==> src/rtl/i2s_rx_fifo.sv <==
// I2S / left-justified audio receiver oversampled on MCLK, feeding a channel-tagged
// first-word-fall-through FIFO with level, overflow and synchronous flush.
//   state | meaning
//   IDLE  | waiting for an LRC edge; no slot in progress
//   SKIP  | I2S delay bit after the LRC edge
//   SHIFT | capturing sample bits, MSB first
//   WAIT  | sample done, ignoring remaining slot bits until next LRC edge
module i2s_rx_fifo #(
    parameter int SAMPLE_W = 24,
    parameter int DEPTH    = 16,
    parameter int CHANNELS = 2,
    parameter int MODE     = 0
) (
    input  logic                      MCLK,
    input  logic                      reset,
    input  logic                      AUD_BCLK,
    input  logic                      AUD_LRC,
    input  logic                      AUD_ADC_DATA,
    input  logic                      writeEn_in,
    input  logic                      readEn_in,
    input  logic                      clear_in,
    output logic [SAMPLE_W-1:0]       aFIFO_out,
    output logic                      chan_out,
    output logic                      emptyOut,
    output logic                      fullOut,
    output logic [$clog2(DEPTH):0]    level_out,
    output logic                      overflow_out
);

    localparam int AW = $clog2(DEPTH);
    localparam int CW = $clog2(SAMPLE_W + 1);

    typedef enum logic [1:0] {IDLE, SKIP, SHIFT, WAIT} rx_state_t;

    logic [2:0]          bclk_sync;
    logic [1:0]          lrc_sync;
    logic [1:0]          data_sync;
    logic                bclk_rise;
    logic                lrc;
    logic                data;
    logic                lrc_prev;
    logic                lrc_vld;
    logic                lrc_edge;

    rx_state_t           state;
    logic [CW-1:0]       bit_cnt;
    logic [SAMPLE_W-1:0] shreg;
    logic                chan;
    logic                push_req;

    logic [SAMPLE_W:0]   mem [DEPTH];
    logic [AW:0]         wr_ptr;
    logic [AW:0]         rd_ptr;
    logic [AW:0]         wr_next;
    logic [AW:0]         rd_next;
    logic                accept;
    logic                do_push;
    logic                do_pop;
    logic [SAMPLE_W:0]   wdata;

    always_ff @(posedge MCLK or negedge reset) begin
        if (!reset) begin
            bclk_sync <= '0;
            lrc_sync  <= '0;
            data_sync <= '0;
        end else begin
            bclk_sync <= {bclk_sync[1:0], AUD_BCLK};
            lrc_sync  <= {lrc_sync[0], AUD_LRC};
            data_sync <= {data_sync[0], AUD_ADC_DATA};
        end
    end

    assign bclk_rise = bclk_sync[1] & ~bclk_sync[2];
    assign lrc       = lrc_sync[1];
    assign data      = data_sync[1];

    // The first rise after reset only seeds the LRC history, so a slot already in
    // progress at reset release is never mistaken for a fresh LRC edge.
    always_ff @(posedge MCLK or negedge reset) begin
        if (!reset) begin
            lrc_prev <= 1'b0;
            lrc_vld  <= 1'b0;
        end else if (bclk_rise) begin
            lrc_prev <= lrc;
            lrc_vld  <= 1'b1;
        end
    end

    assign lrc_edge = bclk_rise && lrc_vld && (lrc != lrc_prev);

    always_ff @(posedge MCLK or negedge reset) begin
        if (!reset) begin
            state    <= IDLE;
            bit_cnt  <= '0;
            shreg    <= '0;
            chan     <= 1'b0;
            push_req <= 1'b0;
        end else if (clear_in) begin
            state    <= IDLE;
            bit_cnt  <= '0;
            push_req <= 1'b0;
        end else begin
            push_req <= 1'b0;
            if (lrc_edge) begin
                chan <= lrc;
                if (MODE == 1) begin
                    shreg   <= {shreg[SAMPLE_W-2:0], data};
                    bit_cnt <= CW'(1);
                    state   <= SHIFT;
                end else begin
                    bit_cnt <= '0;
                    state   <= SKIP;
                end
            end else if (bclk_rise) begin
                case (state)
                    SKIP: begin
                        shreg   <= {shreg[SAMPLE_W-2:0], data};
                        bit_cnt <= CW'(1);
                        state   <= SHIFT;
                    end
                    SHIFT: begin
                        shreg <= {shreg[SAMPLE_W-2:0], data};
                        if (bit_cnt == CW'(SAMPLE_W - 1)) begin
                            push_req <= 1'b1;
                            bit_cnt  <= '0;
                            state    <= WAIT;
                        end else begin
                            bit_cnt <= bit_cnt + CW'(1);
                        end
                    end
                    default: ;
                endcase
            end
        end
    end

    assign wdata   = {chan, shreg};
    assign accept  = push_req && writeEn_in && ((CHANNELS == 2) || (chan == 1'b0));
    assign do_pop  = readEn_in && !emptyOut;
    assign do_push = accept && (!fullOut || do_pop);
    assign wr_next = wr_ptr + (AW+1)'(do_push);
    assign rd_next = rd_ptr + (AW+1)'(do_pop);

    always_ff @(posedge MCLK) begin
        if (do_push && !clear_in)
            mem[wr_ptr[AW-1:0]] <= wdata;
    end

    always_ff @(posedge MCLK or negedge reset) begin
        if (!reset) begin
            wr_ptr       <= '0;
            rd_ptr       <= '0;
            level_out    <= '0;
            emptyOut     <= 1'b1;
            fullOut      <= 1'b0;
            overflow_out <= 1'b0;
        end else if (clear_in) begin
            wr_ptr       <= '0;
            rd_ptr       <= '0;
            level_out    <= '0;
            emptyOut     <= 1'b1;
            fullOut      <= 1'b0;
            overflow_out <= 1'b0;
        end else begin
            wr_ptr    <= wr_next;
            rd_ptr    <= rd_next;
            level_out <= wr_next - rd_next;
            emptyOut  <= (wr_next == rd_next);
            fullOut   <= (wr_next[AW] != rd_next[AW]) &&
                         (wr_next[AW-1:0] == rd_next[AW-1:0]);
            if (accept && fullOut && !do_pop)
                overflow_out <= 1'b1;
        end
    end

    // Head register gives fall-through: a push into an empty FIFO appears at once,
    // and a pop of the last word keeps the old value visible.
    always_ff @(posedge MCLK or negedge reset) begin
        if (!reset) begin
            {chan_out, aFIFO_out} <= '0;
        end else if (!clear_in) begin
            if (do_push && emptyOut) begin
                {chan_out, aFIFO_out} <= wdata;
            end else if (do_pop) begin
                if (level_out == (AW+1)'(1)) begin
                    if (do_push)
                        {chan_out, aFIFO_out} <= wdata;
                end else begin
                    {chan_out, aFIFO_out} <= mem[rd_next[AW-1:0]];
                end
            end
        end
    end

endmodule

==> config.mk <==
export PLATFORM = sky130hd
export DESIGN_NAME = i2s_rx_fifo
export DESIGN_NICKNAME = d
export VERILOG_FILES = /design/src/rtl/i2s_rx_fifo.sv
export SDC_FILE = /design/constraint.sdc
export NUM_CORES = 1
export LEC_CHECK = 0
export CAP_MARGIN = 20
export CORE_AREA = 10 10 216 218
export DETAILED_ROUTE_END_ITERATION = 16
export DIE_AREA = 0 0 226 228
export PLACE_DENSITY = 0.63
export SYNTH_ARGS = -nofsm -noshare
export SYNTH_HDL_FRONTEND = slang
export SYNTH_SLANG_ARGS = --single-unit
==> constraint.sdc <==
create_clock -name MCLK -period 5.7 [get_ports MCLK]
set_input_delay 0.855 -clock MCLK [delete_from_list [all_inputs] [get_ports MCLK]]
set_output_delay 0.855 -clock MCLK [all_outputs]
set_load 0.02 [all_outputs]
==> impl_results.html <==
<table>
<tr><th>Metric</th><th>Value</th></tr>
<tr><th colspan="2">Synthesis</th></tr>
<tr><td>Leading register cell type out of synthesis</td><td>sky130_fd_sc_hd__edfxtp_1</td></tr>
<tr><td>Dominant cells by area after synthesis</td><td>sky130_fd_sc_hd__edfxtp_1 64%, sky130_fd_sc_hd__mux4_2 12%, sky130_fd_sc_hd__dfrtp_1 11%, sky130_fd_sc_hd__a211oi_1 2.0%, sky130_fd_sc_hd__mux2_2 1.5%</td></tr>
<tr><td>Distinct cell type count of the synthesized netlist</td><td>47</td></tr>
<tr><td>Proportion of register bits with asynchronous set or reset after synthesis</td><td>17.5%</td></tr>
<tr><td>Number of warning messages in the yosys log</td><td>0</td></tr>
<tr><td>Mux share of post-synthesis cell area</td><td>13.5%</td></tr>
<tr><td>Commonest cells post-synth</td><td>400 x sky130_fd_sc_hd__edfxtp_1, 100 x sky130_fd_sc_hd__mux4_2, 84 x sky130_fd_sc_hd__dfrtp_1</td></tr>
<tr><td>Synth Register Bits</td><td>485</td></tr>
<tr><td>Number of synthesized flops with an enable pin</td><td>400</td></tr>
<tr><td>Share of the synthesized netlist area taken by xor and xnor gates</td><td>0.604%</td></tr>
<tr><td>Post-Synth Simple-Gate Area</td><td>4.28%</td></tr>
<tr><td>Portion of the post-synthesis area used by sequential elements</td><td>75.1%</td></tr>
<tr><td>Gate count after technology mapping</td><td>961</td></tr>
<tr><td>Share of the synthesized area in compound gates (AO/OA/AOI/OAI)</td><td>4.27%</td></tr>
<tr><td>Library cell with the largest summed area after synthesis</td><td>sky130_fd_sc_hd__edfxtp_1</td></tr>
<tr><td>Area share of fa/ha/maj cells after synthesis</td><td>0.837%</td></tr>
<tr><td>Area fraction of the dominant cell type after synthesis</td><td>63.8%</td></tr>
<tr><td>Most frequent cell after synthesis</td><td>sky130_fd_sc_hd__edfxtp_1</td></tr>
<tr><td>Mean instance size in the synthesized netlist</td><td>19.6 sq um</td></tr>
<tr><td>Syn nets</td><td>981</td></tr>
<tr><td>Area of the mapped netlist</td><td>18800 sq um</td></tr>
<tr><td>Main combinational cell family by area after synthesis</td><td>multiplexers</td></tr>
<tr><th colspan="2">Setup path</th></tr>
<tr><td>Worst R2R Setup Slack</td><td>2.27 ns</td></tr>
<tr><td>Kind of critical path</td><td>input pin to register</td></tr>
<tr><td>Crit path launch type</td><td>input pin</td></tr>
<tr><td>Endpoint arrival time on the critical path</td><td>4.03 ns</td></tr>
<tr><td>Worst Setup End Kind</td><td>register</td></tr>
<tr><td>Required @ worst endpoint</td><td>6.14 ns</td></tr>
<tr><td>Worst-path fanout max</td><td>35</td></tr>
<tr><th colspan="2">Final layout</th></tr>
<tr><td>Layout fillers</td><td>3334</td></tr>
<tr><td>Final net count</td><td>1054</td></tr>
<tr><td>Fraction of final layout cells with drive strength greater than 1</td><td>23.6%</td></tr>
<tr><td>Post-route insts no fill</td><td>1618</td></tr>
<tr><td>Area growth from synthesis to final layout</td><td>16.1%</td></tr>
<tr><td>Number of diodes added for antenna fixing</td><td>0</td></tr>
<tr><th colspan="2">CTS</th></tr>
<tr><td>Clock buffer count from CTS</td><td>49</td></tr>
<tr><td>Clk Latency, worst-skew pair</td><td>0.56 ns</td></tr>
<tr><td>Master cell of the clock root buffer</td><td>sky130_fd_sc_hd__clkbuf_16</td></tr>
<tr><td>Clock Pin Slew Worst Setup and Hold Paths</td><td>0.06 ns</td></tr>
<tr><td>Post_cts resized</td><td>0</td></tr>
<tr><td>Hold bufs inserted after CTS</td><td>0</td></tr>
<tr><td>Number of H-tree levels</td><td>2</td></tr>
<tr><td>Sinks on Clock Net</td><td>485</td></tr>
<tr><td>TritonCTS clock tree</td><td>done</td></tr>
<tr><td>Post-CTS setup buffer count</td><td>0</td></tr>
<tr><td>Clock tree buffer depth</td><td>3</td></tr>
<tr><th colspan="2">Pwr</th></tr>
<tr><td>Total power per unit cell area</td><td>328 nW/um^2</td></tr>
<tr><td>Switching power share of the total</td><td>19.2%</td></tr>
<tr><td>Share of power burned in combinational logic</td><td>1.5%</td></tr>
<tr><td>Sw power</td><td>1.38 mW</td></tr>
<tr><td>Clk network pwr share</td><td>44.4%</td></tr>
<tr><td>Total Power</td><td>7.17 mW</td></tr>
<tr><td>Internal portion of total power</td><td>5.79 mW</td></tr>
<tr><td>Maximum VDD drop</td><td>206 uV</td></tr>
<tr><td>Sequential share of power</td><td>54.1%</td></tr>
<tr><td>Leakage Power</td><td>7.14 nW</td></tr>
<tr><th colspan="2">GRT</th></tr>
<tr><td>Initial antenna violation count</td><td>0</td></tr>
<tr><td>Vias in the first global route</td><td>9443</td></tr>
<tr><td>Total track usage</td><td>16.4%</td></tr>
<tr><td>Largest net degree at the start of global routing</td><td>55</td></tr>
<tr><td>Grt total ovfl</td><td>0</td></tr>
<tr><td>Global-route wire length before repair</td><td>63000 um</td></tr>
<tr><th colspan="2">STA</th></tr>
<tr><td>Shortest clock period the worst path allows after layout</td><td>3.59 ns</td></tr>
<tr><td>Worst-case hold slack</td><td>0.308 ns</td></tr>
<tr><td>Hold violation total from the final report</td><td>0</td></tr>
<tr><td>Skew final</td><td>0.0138 ns</td></tr>
<tr><td>Max-slew violation total from the final report</td><td>0</td></tr>
<tr><td>Headroom to the max-slew limit</td><td>26.1%</td></tr>
<tr><td>Highest clock frequency the design can meet</td><td>278 MHz</td></tr>
<tr><td>Actual slew at the worst max-slew pin</td><td>1.11 ns</td></tr>
<tr><td>Crit share post-route</td><td>63.0%</td></tr>
<tr><td>Setup ws final</td><td>2.11 ns</td></tr>
<tr><td>Final count of negative-setup-slack endpoints</td><td>0</td></tr>
<tr><td>Final sum of negative setup slack</td><td>0 ns</td></tr>
<tr><td>Setup repair after global routing missed its margin</td><td>no</td></tr>
<tr><th colspan="2">Place</th></tr>
<tr><td>HPWL after DPL</td><td>21400 um</td></tr>
<tr><td>Buffers added on ports</td><td>40</td></tr>
<tr><td>Worst setup slack before clock tree synthesis</td><td>1.53 ns</td></tr>
<tr><td>Routability congestion estimate from global placement</td><td>0.723</td></tr>
<tr><td>Cell total after placement</td><td>1526</td></tr>
<tr><th colspan="2">Drt</th></tr>
<tr><td>Final routed wire length divided by cell count</td><td>25.7 um</td></tr>
<tr><td>Initial DRC count</td><td>913</td></tr>
<tr><td>Final routed wirelength across all metal layers</td><td>41600 um</td></tr>
<tr><td>DRT Pass-1 Iters</td><td>5</td></tr>
<tr><td>Avg Vias per Cell</td><td>5.81</td></tr>
<tr><td>Via total after detailed routing</td><td>9404</td></tr>
<tr><td>Antenna-violating nets left</td><td>0</td></tr>
<tr><td>DRC viols</td><td>0</td></tr>
<tr><th colspan="2">Floorplan</th></tr>
<tr><td>Total Die Area</td><td>51500 sq um</td></tr>
<tr><td>Chip height</td><td>228 um</td></tr>
<tr><td>Number of rows created at floorplan</td><td>76</td></tr>
<tr><td>Core Area</td><td>42500 sq um</td></tr>
<tr><td>Die width</td><td>226 um</td></tr>
<tr><td>Boundary Pins</td><td>41</td></tr>
<tr><td>Initial cell density of the core</td><td>44.3%</td></tr>
<tr><th colspan="2">Worst hold path</th></tr>
<tr><td>Worst Hold Class</td><td>input pin to asynchronous set/reset pin</td></tr>
<tr><th colspan="2">Job</th></tr>
<tr><td>Max-cap check violation count</td><td>0</td></tr>
<tr><th colspan="2">Status</th></tr>
<tr><td>Outcome</td><td>complete, no violations</td></tr>
</table>
[through the flow]
stage	utilization [%]	cell area [sq um]
after floorplan	-	18800
after global placement	47.3	20100
after detailed placement	47.5	20200
after CTS	51.3	21800
after global routing	51.4	21900
final	51.4	21900
[metal layers]
metal,vias up,track usage [%],part of all wire [%]
li1,4031,-,-
met1,5033,23.7,44
met2,287,25.2,48
met3,53,3.05,6.6
met4,0,4.20,1.7
met5,-,0,0
[critical path, cell delays in order]
cell                              delay (ns)
sky130_fd_sc_hd__clkdlybuf4s50_1        0.43
sky130_fd_sc_hd__nand2b_1               0.19
sky130_fd_sc_hd__inv_1                  0.12
sky130_fd_sc_hd__ha_4                   0.19
sky130_fd_sc_hd__ha_4                   0.66
sky130_fd_sc_hd__buf_4                  0.47
sky130_fd_sc_hd__mux4_2                 0.35
sky130_fd_sc_hd__nor2b_1                0.14
sky130_fd_sc_hd__a211oi_1               0.24
sky130_fd_sc_hd__a211oi_1               0.07
sky130_fd_sc_hd__a221o_1                0.28
[cell families after synthesis]
family | after synthesis
compound gates | 102
xor+xnor | 13
fa+ha+maj | 12
buf+inv | 57
flops | 485
mux | 126
simple gates | 166
[cell type report]
class | instances | area, sq um | share of cell area (%)
tap | 546 | 683 | 3.12
timing repair buffer | 73 | 801 | 3.66
inverter | 6 | 22.5 | 0.103
clock buffer | 73 | 1390 | 6.34
clock inverter | 16 | 201 | 0.921
sequential | 485 | 14100 | 64.7
multi-input combinational | 419 | 4630 | 21.2
[flip-flops by register name, summed over array words and instances (netlist names), 3 cells and up]
signal,count
level_out,5
mem,400
aFIFO_out,24
bclk_sync,3
bit_cnt,5
wr_ptr,5
shreg,24
rd_ptr,5
[power groups by stage]
| stage | Combinational [mW] | Clock, mW | Sequential (mW) |
|---|---|---|---|
| finish | 0.107 | 3.18 | 3.88 |
| global route | 0.116 | 3.39 | 3.88 |
| CTS | 0.110 | 3.26 | 3.88 |
| detailed placement | 0.110 | 0 | 3.95 |
| global placement | 0.108 | 0 | 3.95 |
| floorplan | 0.0320 | 0 | 3.95 |
[worst paths after layout]
kind | endpoint | cells after the start | startpoint
worst min register to register | data_sync[1] | 0 | data_sync[0]
worst max-delay path | aFIFO_out[13] | 11 | readEn_in
worst max register to register | aFIFO_out[13] | 10 | emptyOut
worst min-delay path | shreg[0] | 1 | reset
max in group asynchronous | aFIFO_out[15] | 2 | reset
min in group MCLK | data_sync[1] | 0 | data_sync[0]
[placed cells by master (no fill, tap or decap), drive strengths merged, types with 2 or more instances in the layout]
cell	Yosys	routed
a211oi	51	51
dfrtp	84	84
mux2	25	25
a22oi	2	2
a21o	3	3
nand3	8	8
nor2	56	56
clkbuf	27	73
clkdlybuf4s50	0	39
nor4	3	3
buf	24	34
nor2b	31	31
nand4b	3	3
nand3b	2	2
mux4	100	100
inv	6	7
xnor2	6	6
edfxtp	400	400
xor2	7	7
nand2b	7	7
bufinv	0	5
nand2	39	39
nor3	6	6
o21ai	2	2
ha	11	11
a21oi	10	10
clkinv	0	10
and2	3	3
a221o	25	25
nor3b	3	3
No activity file was read; power rests on OpenSTA's default activity.
